[config.mk]
export PLATFORM = sky130hd
export DESIGN_NAME = truth_table_sweeper
export DESIGN_NICKNAME = d
export VERILOG_FILES = /design/src/rtl/truth_table_sweeper_pkg.sv /design/src/rtl/truth_table_sweeper_hold_timer.sv /design/src/rtl/truth_table_sweeper.sv
export SDC_FILE = /design/constraint.sdc
export NUM_CORES = 1
export LEC_CHECK = 0
export BUFFER_PORTS_ARGS = -buffer_cell sky130_fd_sc_hd__buf_4
export CORE_ASPECT_RATIO = 0.75
export CORE_MARGIN = 3
export CORE_UTILIZATION = 40
export CTS_CLUSTER_DIAMETER = 120
export DETAILED_ROUTE_END_ITERATION = 6
export SKIP_LAST_GASP = 1
export SYNTH_ARGS = -nofsm -noshare
export SYNTH_HDL_FRONTEND = slang
export SYNTH_SLANG_ARGS = --single-unit
[constraint.sdc]
create_clock -name clk -period 3.4 [get_ports clk]
set_input_delay 0.68 -clock clk [delete_from_list [all_inputs] [get_ports clk]]
set_output_delay 0.68 -clock clk [all_outputs]
set_load 0.02 [all_outputs]
[src/rtl/truth_table_sweeper_pkg.sv]
// rtl/truth_table_sweeper_pkg.sv - shared types and constants for the truth-table sweeper
package sweep_pkg;
    typedef enum logic [1:0] {IDLE, RUN, FIN} state_t;

    localparam int N_IN_DEF = 3;
    localparam int N_VEC    = 2**N_IN_DEF;
    localparam int HOLD_W   = 8;
endpackage

[src/rtl/truth_table_sweeper_hold_timer.sv]
// rtl/truth_table_sweeper_hold_timer.sv - counts HOLD cycles per vector, flags the last one
module hold_timer
    import sweep_pkg::*;
#(
    parameter int HOLD = 10
) (
    input  logic clk,
    input  logic rst,
    input  logic clr,
    input  logic en,
    output logic expire
);
    localparam logic [HOLD_W-1:0] LAST = HOLD_W'(HOLD - 1);

    logic [HOLD_W-1:0] cnt;

    always_ff @(posedge clk) begin
        if (rst || clr) begin
            cnt <= '0;
        end else if (en) begin
            cnt <= expire ? '0 : cnt + HOLD_W'(1);
        end
    end

    // expire is asserted during the last hold cycle, so the capture edge ends it
    assign expire = (cnt == LAST);
endmodule

[src/rtl/truth_table_sweeper.sv]
// rtl/truth_table_sweeper.sv - walks all input vectors and captures the truth table of f_in
module truth_table_sweeper
    import sweep_pkg::*;
#(
    parameter int N_IN = N_IN_DEF,
    parameter int HOLD = 10
) (
    input  logic                 clk,
    input  logic                 rst,
    input  logic                 start,
    input  logic                 f_in,
    output logic [N_IN-1:0]      vec_out,
    output logic                 busy,
    output logic                 done,
    output logic                 tbl_valid,
    output logic [2**N_IN-1:0]   table_out,
    output logic [N_IN:0]        ones_cnt
);
    localparam logic [N_IN-1:0] LAST_VEC = {N_IN{1'b1}};

    state_t state, state_nx;
    logic   expire;
    logic   capture;
    logic   last_vec;

    hold_timer #(.HOLD(HOLD)) u_timer (
        .clk    (clk),
        .rst    (rst),
        .clr    (state != RUN),
        .en     (state == RUN),
        .expire (expire)
    );

    assign capture  = (state == RUN) && expire;
    assign last_vec = (vec_out == LAST_VEC);

    always_ff @(posedge clk) begin
        if (rst) begin
            state <= IDLE;
        end else begin
            state <= state_nx;
        end
    end

    always_comb begin
        state_nx = state;
        case (state)
            IDLE:    if (start) state_nx = RUN;
            RUN:     if (capture && last_vec) state_nx = FIN;
            FIN:     state_nx = IDLE;
            default: state_nx = IDLE;
        endcase
    end

    always_comb begin
        done = (state == FIN);
    end

    // vec_out stays at all-ones after a sweep; it is only cleared by the next accepted start
    always_ff @(posedge clk) begin
        if (rst) begin
            vec_out   <= '0;
            busy      <= 1'b0;
            tbl_valid <= 1'b0;
            table_out <= '0;
            ones_cnt  <= '0;
        end else begin
            case (state)
                IDLE: begin
                    if (start) begin
                        vec_out   <= '0;
                        busy      <= 1'b1;
                        tbl_valid <= 1'b0;
                        table_out <= '0;
                        ones_cnt  <= '0;
                    end
                end
                RUN: begin
                    if (capture) begin
                        table_out[vec_out] <= f_in;
                        ones_cnt           <= ones_cnt + {{N_IN{1'b0}}, f_in};
                        if (last_vec) begin
                            busy      <= 1'b0;
                            tbl_valid <= 1'b1;
                        end else begin
                            vec_out <= vec_out + 1'b1;
                        end
                    end
                end
                default: ;
            endcase
        end
    end
endmodule

==> metrics.yaml, run 1 <==
cts_sinks: 27
firstDrtPassIters: 4
die_h_um: 55.1
io_buffers: 21
dieWidth_um: 71.4
clk_latency_ns: 0.27
synth_cells: 134
postCtsSetupBuffers: 0
start_kind: "flop"
p_leak_nw: 0.639
viasPerCell: 5.40
period_needed_ns: 1.98
fmax_ghz: 0.505
cp_top_family: "simple AND/OR/NAND/NOR gates"
drc: 0
place_congestion: 0.754
ys_seq_area_frac: 0.421
synth.distinct_cells: 39
synth_edf_count: 0
cts_resized: 0
ys_ff_latch: 27
power_density_nw_per_um2: 353
dp_hpwl_mm: 2.06
finalCritPeriodShare: 0.582
syn_avg_cell_area_um2: 9.58
setup_tns_ns: 0
wirelength_mm: 2.73
ys.flop_type: "dfxtp_1"
grt_pass1_vias: 889
worst_clock_skew_ns: 0.00418
ir_drop_uv: 307
outcome: "completed"
hp-class: "reg -> reg"
cts-htree-levels: 1
antenna_found_initial: 0
cts_tree: "yes"
wl_per_cell_um: 14.1
drt_iter0_drc: 53
crit_buf_inv: 0
start_util: 0.428
crit_required_ns: 3.56
timing.hold.ws_ns: 0.454
async_flop_share: 0
netlist_area_um2: 1280
drive_gt1_frac: 0.200
grt_usage: 0.145
pin_count: 22
clockRootBuffer: "clkbuf_8"
final_cell_mix: "dfxtp_1, buf_4, nor2_1, nand2_1, a221o_1"
grt_setup_unrepaired: "false"
slew_viol_final: 0
final_nets: 166
relSlewSlack: 0.624
routed-via-count: 1043
cts_buffer_depth: 2
grt_pass1_wl_mm: 4.42
crit_slowest_cell: "or4b_4"
synth_nets: 144
setup_viol: 0
area_growth_pct: 18.3
postCtsHoldBufs: 0
grt_start_max_net_pins: 15
yosysWarnings: 0
core_um2: 3000
rows: 17
slowest_delay_ns: 0.50
grt_overflow: 0
tightest_slew_ns: 0.563
cp.arrival_ns: 2.14
hold_viol: 0
cts_buffers: 3
final_common_cell: "dfxtp_1"
diodes: 0
critPathMaxFanout: 7
cap_viol_max_count: 0
path_class: "reg -> reg"
fillers: 283
die-area_um2: 3930
route.antenna.remaining_nets: 0
clk_pin_slew_ns: 0.09
setup.worst_path.end_class: "flop"
crit_chain: "ha_1, or4b_4, nor3_4, nor3_2, a221o_1"
[final cells by class]
| class | instances | area [um^2] | share of cell area |
|---|---|---|---|
| inverter | 4 | 15.0 | 0.00988 |
| timing repair buffer | 21 | 158 | 0.104 |
| multi-input combinational | 99 | 713 | 0.470 |
| tap | 38 | 47.5 | 0.0313 |
| clock buffer | 4 | 45.0 | 0.0297 |
| sequential | 27 | 541 | 0.356 |
[per-stage QoR]
step / instances / cell area (um^2) / setup slack (ns) / total power, mW / utilization
after CTS: 193 / 1520 / 1.41 / 0.542 / 0.506
after global routing: 193 / 1520 / 1.25 / 0.564 / 0.506
after global placement: 189 / 1470 / 1.45 / 0.361 / 0.491
final: 193 / 1520 / 1.42 / 0.537 / 0.506
after detailed placement: 189 / 1470 / 1.43 / 0.362 / 0.491
after floorplan: 134 / 1280 / 1.62 / 0.351 / -
[path summary, 6_finish.rpt]
path                            depth (start not counted)  slack (ns)           start      endpoint
worst max-delay path                                    5        1.42  u_timer.cnt[0]  table_out[0]
worst min-delay path                                    2        0.45    table_out[6]  table_out[6]
worst max register to register                          5        1.42  u_timer.cnt[0]  table_out[0]
worst min register to register                          2        0.45    table_out[6]  table_out[6]
[report_power, final]
part	switching, mW	internal (mW)	total (mW)	leakage, nW
registers	0.00285	0.319	0.322	0.218
clock network	0.0986	0.0839	0.183	0.0228
logic	0.0209	0.0118	0.0326	0.398
total	0.122	0.415	0.537	0.639
[registers in the layout, summed over array words and instances (netlist names)]
register     flops
ones_cnt         4
table_out        8
tbl_valid        1
busy             1
state            2
u_timer.cnt      8
vec_out          3
[cell families after synthesis]
logic type	synth area share
XOR/XNOR	0.0478
adder cells (fa/ha/maj)	0.0585
AO/OA/AOI/OAI	0.155
flip-flops	0.421
AND/OR/NAND/NOR	0.294
buffers and inverters	0.0234
[worst min-delay path, stage by stage, from the launching register on]
cell       delay (ns)
dfxtp_1          0.32
inv_1            0.05
o2bb2ai_1        0.05
[layer usage]
layer	vias up	GRT usage	wire length (um)
li1	541	-	-
met1	480	0.214	1430
met2	20	0.203	1110
met3	2	0.0469	169
met4	0	0.0281	12
met5	-	0	0
[synthesized netlist by cell type, types with 2 or more instances]
library cell   n  share of area
nand3b_1       2          0.012
nor3b_1        2          0.012
dfxtp_1       27           0.42
o311a_1        4          0.031
xor2_1         5          0.034
nand4_1        2         0.0097
nor4_1         2         0.0097
inv_1          4          0.012
xnor2_1        2          0.014
ha_1           6          0.058
a22o_1         2          0.014
nor2_1        14          0.041
clkbuf_1       4          0.012
nor3_1         2         0.0078
and2_1         2         0.0097
nand3_1        6          0.023
nand2_1       10          0.029
a21oi_1        3          0.012
a221o_1        7          0.055
and3_1         4          0.019
nor2b_1        5          0.024
and4_1         2          0.014
Note: power is estimated with default switching activity, not from simulation.
==> run 2: changes to the inputs <==
- clock period: 3.4 -> 1.7 ns (I/O delays scaled with it)
==> metrics.yaml, run 2 (synthesized netlist as in run 1, its figures left out) <==
reg2reg_to: "table_out[0]"
dieWidth_um: 71.4  # unchanged
cts_resized: 5  # +5
cp.arrival_ns: 1.90  # -0.24 ns
drive_gt1_frac: 0.316  # +0.116
hold_start: "rst"
antenna_found_initial: 0  # unchanged
fmax_ghz: 0.575  # +14%
slew_viol_final: 0  # unchanged
die-area_um2: 3930  # unchanged
failed_checks: "negative setup slack"
dp_slack_ns: -0.0354  # -1.47 ns
clockRootBuffer: "clkbuf_8"
crit_slowest_cell: "or4b_4"
reg2reg_slack_ns: -0.04  # -1.46 ns
hold_viol: 0  # unchanged
cap_viol_max_count: 0  # unchanged
place_congestion: 0.761  # +0.98%
grt_overflow: 0  # unchanged
ir_drop_uv: 352  # +15%
setup.worst_path.end_class: "flop"
viasPerCell: 5.45  # +0.81%
setup_tns_ns: -0.200  # -0.200 ns
outcome: "finished with violations"
cts_tree: "yes"
final_common_cell: "buf_4"
die_h_um: 55.1  # unchanged
cts-htree-levels: 1  # unchanged
setup_ws_ns: -0.0395  # -1.46 ns
slowest_delay_ns: 0.49  # about the same
path_class: "reg -> reg"
route.antenna.remaining_nets: 0  # unchanged
pin_count: 22  # unchanged
power_density_nw_per_um2: 646  # +83%
io_buffers: 21  # unchanged
setup_viol: 7  # +7
rows: 17  # unchanged
reg2reg_from: "u_timer.cnt[1]"
reg2reg_depth: 6  # +1
crit_chain: "inv_2, ha_4, or4b_4, nor3_4, nor3_4, a221o_1"
firstDrtPassIters: 4  # unchanged
dp_hpwl_mm: 2.39  # +16%
holdPathStages: 2  # unchanged
cts_buffers: 3  # unchanged
wl_per_cell_um: 14.5  # +2.9%
finalCritPeriodShare: 1.02  # +0.441
fin_cells: 212  # +9.8%
relSlewSlack: 0.645  # +0.0213
grt_pass1_vias: 1025  # +15%
cts_buffer_depth: 2  # unchanged
drt_iter0_drc: 68  # +28%
cts_sinks: 27  # unchanged
postCtsHoldBufs: 0  # unchanged
tightest_slew_ns: 0.531  # -0.0319 ns
final_nets: 185  # +11%
postCtsSetupBuffers: 0  # unchanged
clk_latency_ns: 0.27  # about the same
diodes: 0  # unchanged
cp_common_cell: "nor3_4"
largestRegisters: "table_out: 8 flops, u_timer.cnt: 8 flops, ones_cnt: 4 flops"
start_kind: "flop"
drc: 0  # unchanged
start_util: 0.428  # unchanged
grt_pass1_wl_mm: 5.02  # +14%
wirelength_mm: 3.08  # +13%
grt_setup_unrepaired: "true"
period_needed_ns: 1.74  # -0.241 ns
area_growth_pct: 31.3
critPathMaxFanout: 7  # unchanged
core_um2: 3000  # unchanged
routed-via-count: 1155  # +11%
p_leak_nw: 0.744  # +16%
grt_start_max_net_pins: 15  # unchanged
min_to: "ones_cnt[1]"
fin_util: 0.562  # +0.0555
final_cell_mix: "buf_4, dfxtp_1, nor2_1, nand2_1, a221o_1"
place_inst: 208  # +10%
hp-class: "in -> reg"
clk_pin_slew_ns: 0.09  # about the same
grt_usage: 0.167  # +0.0220
worst_clock_skew_ns: 0.000769  # -0.00342 ns
crit_required_ns: 1.87  # -1.69 ns
==> run 2: cell types whose count changed in the layout (fill, tap and decap cells not counted), sizes merged <==
cell,before,now
buf,21,40
==> run 2: stage by stage <==
stage | hold slack (ns) | area (um^2) | power (mW)
after floorplan | 0.418 | 1280 | 0.702
after global placement | 0.474 | 1620 | 0.733
after detailed placement | 0.475 | 1620 | 0.735
after CTS | 0.323 | 1680 | 1.10
after global routing | 0.321 | 1690 | 1.13
final | 0.327 | 1690 | 1.09
==> run 2: per-layer routing <==
layer,up-vias,track usage,share of wire
met1,554,0.237,0.53
met5,-,0,0
met4,0,0.0469,0.0078
met3,4,0.0487,0.042
li1,575,-,-
met2,22,0.245,0.42
==> run 2: layout make-up <==
cell class | instances | area (um^2)
fillers | 265 | 1310
multi-input cells | 99 | 734
flip-flops and latches | 27 | 543
repair buffers | 40 | 300
well taps | 38 | 47.5
clock buffers | 4 | 45.0
inverters | 4 | 15.0
==> run 2: worst max-delay path, delay by kind of cell (launching register included) <==
kind                     cells  cell delay, ns
adder cells (fa/ha/maj)      1            0.11
buffers and inverters        1            0.06
AO/OA/AOI/OAI                1            0.36
flip-flops                   1            0.33
AND/OR/NAND/NOR              3            0.76
==> run 2: worst max path at each step <==
stage / to / depth (start not counted) / from
after floorplan: table_out[3] / 6 / u_timer.cnt[1]
after global placement: table_out[7] / 6 / u_timer.cnt[1]
after detailed placement: table_out[5] / 6 / u_timer.cnt[1]
after CTS: table_out[0] / 6 / u_timer.cnt[1]
after global routing: table_out[0] / 6 / u_timer.cnt[1]
final: table_out[0] / 6 / u_timer.cnt[1]
==> run 2: report_power, final <==
group	internal [mW]	total [mW]	switching (mW)
Clock	0.168	0.364	0.196
Sequential	0.638	0.644	0.00569
Combinational	0.0338	0.0815	0.0476
==> run 3: changes to the inputs <==
- SKIP_CTS_REPAIR_TIMING: unset -> 1
==> metrics.yaml, run 3 (synthesized netlist as in run 1, its figures left out) <==
ir_drop_uv: 345  # -2.0%
setup_ws_ns: -0.0762  # -0.0368 ns
diodes: 0  # unchanged
crit_required_ns: 1.87  # about the same
firstDrtPassIters: 4  # unchanged
clk_latency_ns: 0.27  # about the same
setup_viol: 7  # unchanged
clockRootBuffer: "clkbuf_8"
grt_pass1_wl_mm: 5.01  # -0.28%
cts-htree-levels: 1  # unchanged
period_needed_ns: 1.78  # +0.0368 ns
core_um2: 3000  # unchanged
final_nets: 185  # unchanged
dp_slack_ns: -0.0354  # unchanged
dieWidth_um: 71.4  # unchanged
drc: 0  # unchanged
setup.worst_path.end_class: "flop"
hold_viol: 0  # unchanged
path_class: "reg -> reg"
relSlewSlack: 0.642  # -0.00331
timing.hold.ws_ns: 0.328  # +0.00152 ns
p_seq_frac: 0.592  # about the same
grt_start_max_net_pins: 15  # unchanged
rows: 17  # unchanged
drive_gt1_frac: 0.316  # unchanged
cts_sinks: 27  # unchanged
routed-via-count: 1163  # +0.69%
switching_share: 0.228  # -0.00148
cts_buffer_depth: 2  # unchanged
hp-class: "in -> reg"
area_growth_pct: 31.3  # unchanged
power_density_nw_per_um2: 645  # -0.23%
dp_hpwl_mm: 2.39  # unchanged
finalCritPeriodShare: 1.04  # +0.0216
outcome: "finished with violations"
cap_viol_max_count: 0  # unchanged
p_leak_nw: 0.743  # -0.13%
critPathMaxFanout: 7  # unchanged
grt_usage: 0.166  # -0.000396
final_common_cell: "buf_4"
io_buffers: 21  # unchanged
fmax_ghz: 0.563  # -2.1%
power_frac_clock: 0.333  # about the same
die_h_um: 55.1  # unchanged
viasPerCell: 5.49  # +0.69%
wirelength_mm: 3.07  # -0.39%
placed_area_um2: 1620  # unchanged
drt_iter0_drc: 57  # -16%
p_switching_uw: 247  # -0.88%
grt_overflow: 0  # unchanged
design_area_um2: 1690  # unchanged
start_util: 0.428  # unchanged
tightest_slew_ns: 0.536  # +0.00495 ns
slew_viol_final: 0  # unchanged
failed_checks: "negative setup slack"
antenna_found_initial: 0  # unchanged
cts_buffers: 3  # unchanged
fin_cells: 212  # unchanged
clk_pin_slew_ns: 0.09  # about the same
wl_per_cell_um: 14.5  # -0.39%
comb_power_share: 0.075  # about the same
final_cell_mix: "buf_4, dfxtp_1, nor2_1, nand2_1, a221o_1"
largestRegisters: "table_out: 8 flops, u_timer.cnt: 8 flops, ones_cnt: 4 flops"
cts_tree: "yes"
cp.arrival_ns: 1.94  # +0.04 ns
grt_pass1_vias: 1028  # +0.29%
place_inst: 208  # unchanged
place_congestion: 0.761  # unchanged
grt_setup_unrepaired: "true"
p_int_uw: 840  # about the same
pin_count: 22  # unchanged
worst_clock_skew_ns: 0.00243  # +0.00166 ns
route.antenna.remaining_nets: 0  # unchanged
start_kind: "flop"
die-area_um2: 3930  # unchanged
-- run 3: cell counts in the layout (fill, tap and decap cells not counted) --
No cell type changed its count.
-- run 3: power by group through the flow --
| stage | clock network, mW | logic, mW | registers [mW] |
|---|---|---|---|
| floorplan | 0 | 0.0420 | 0.660 |
| global placement | 0 | 0.0755 | 0.657 |
| detailed placement | 0 | 0.0774 | 0.658 |
| CTS | 0.375 | 0.0777 | 0.643 |
| global route | 0.398 | 0.0886 | 0.645 |
| finish | 0.362 | 0.0812 | 0.644 |
-- run 3: metal layers --
| layer | GRT usage | wire, um | vias up |
|---|---|---|---|
| met3 | 0.0487 | 171 | 4 |
| li1 | - | - | 576 |
| met5 | 0 | 0 | - |
| met4 | 0.0469 | 24 | 0 |
| met2 | 0.245 | 1290 | 30 |
| met1 | 0.236 | 1580 | 553 |
-- run 3: final timing paths --
check                               startpoint            to  slack [ns]  cells after the start
worst max-delay path            u_timer.cnt[1]  table_out[3]       -0.08                      6
worst min-delay path                       rst   ones_cnt[1]        0.33                      2
worst min register to register    table_out[6]  table_out[6]        0.48                      2
worst max register to register  u_timer.cnt[1]  table_out[3]       -0.08                      6
-- run 3: critical path, cell delays in order (launching register included) --
cell and delay (ns):
dfxtp_2 0.33, inv_2 0.06, ha_4 0.11, or4b_4 0.49, nor3_4 0.23, nor3_4 0.10, a221o_1 0.35
-- run 3: per-stage QoR --
step	utilization	TNS (ns)	power, mW
final	0.562	-0.359	1.09
after global routing	0.562	-0.838	1.13
after CTS	0.554	-0.352	1.10
after detailed placement	0.539	-0.177	0.735
after global placement	0.539	0	0.733
after floorplan	-	-0.0414	0.702
-- run 3: cell type report --
cell class	instances	area (um^2)
inverter	4	15.0
clock buffer	4	45.0
fill	266	1310
tap	38	47.5
timing repair buffer	40	300
sequential	27	543
multi-input combinational	99	734
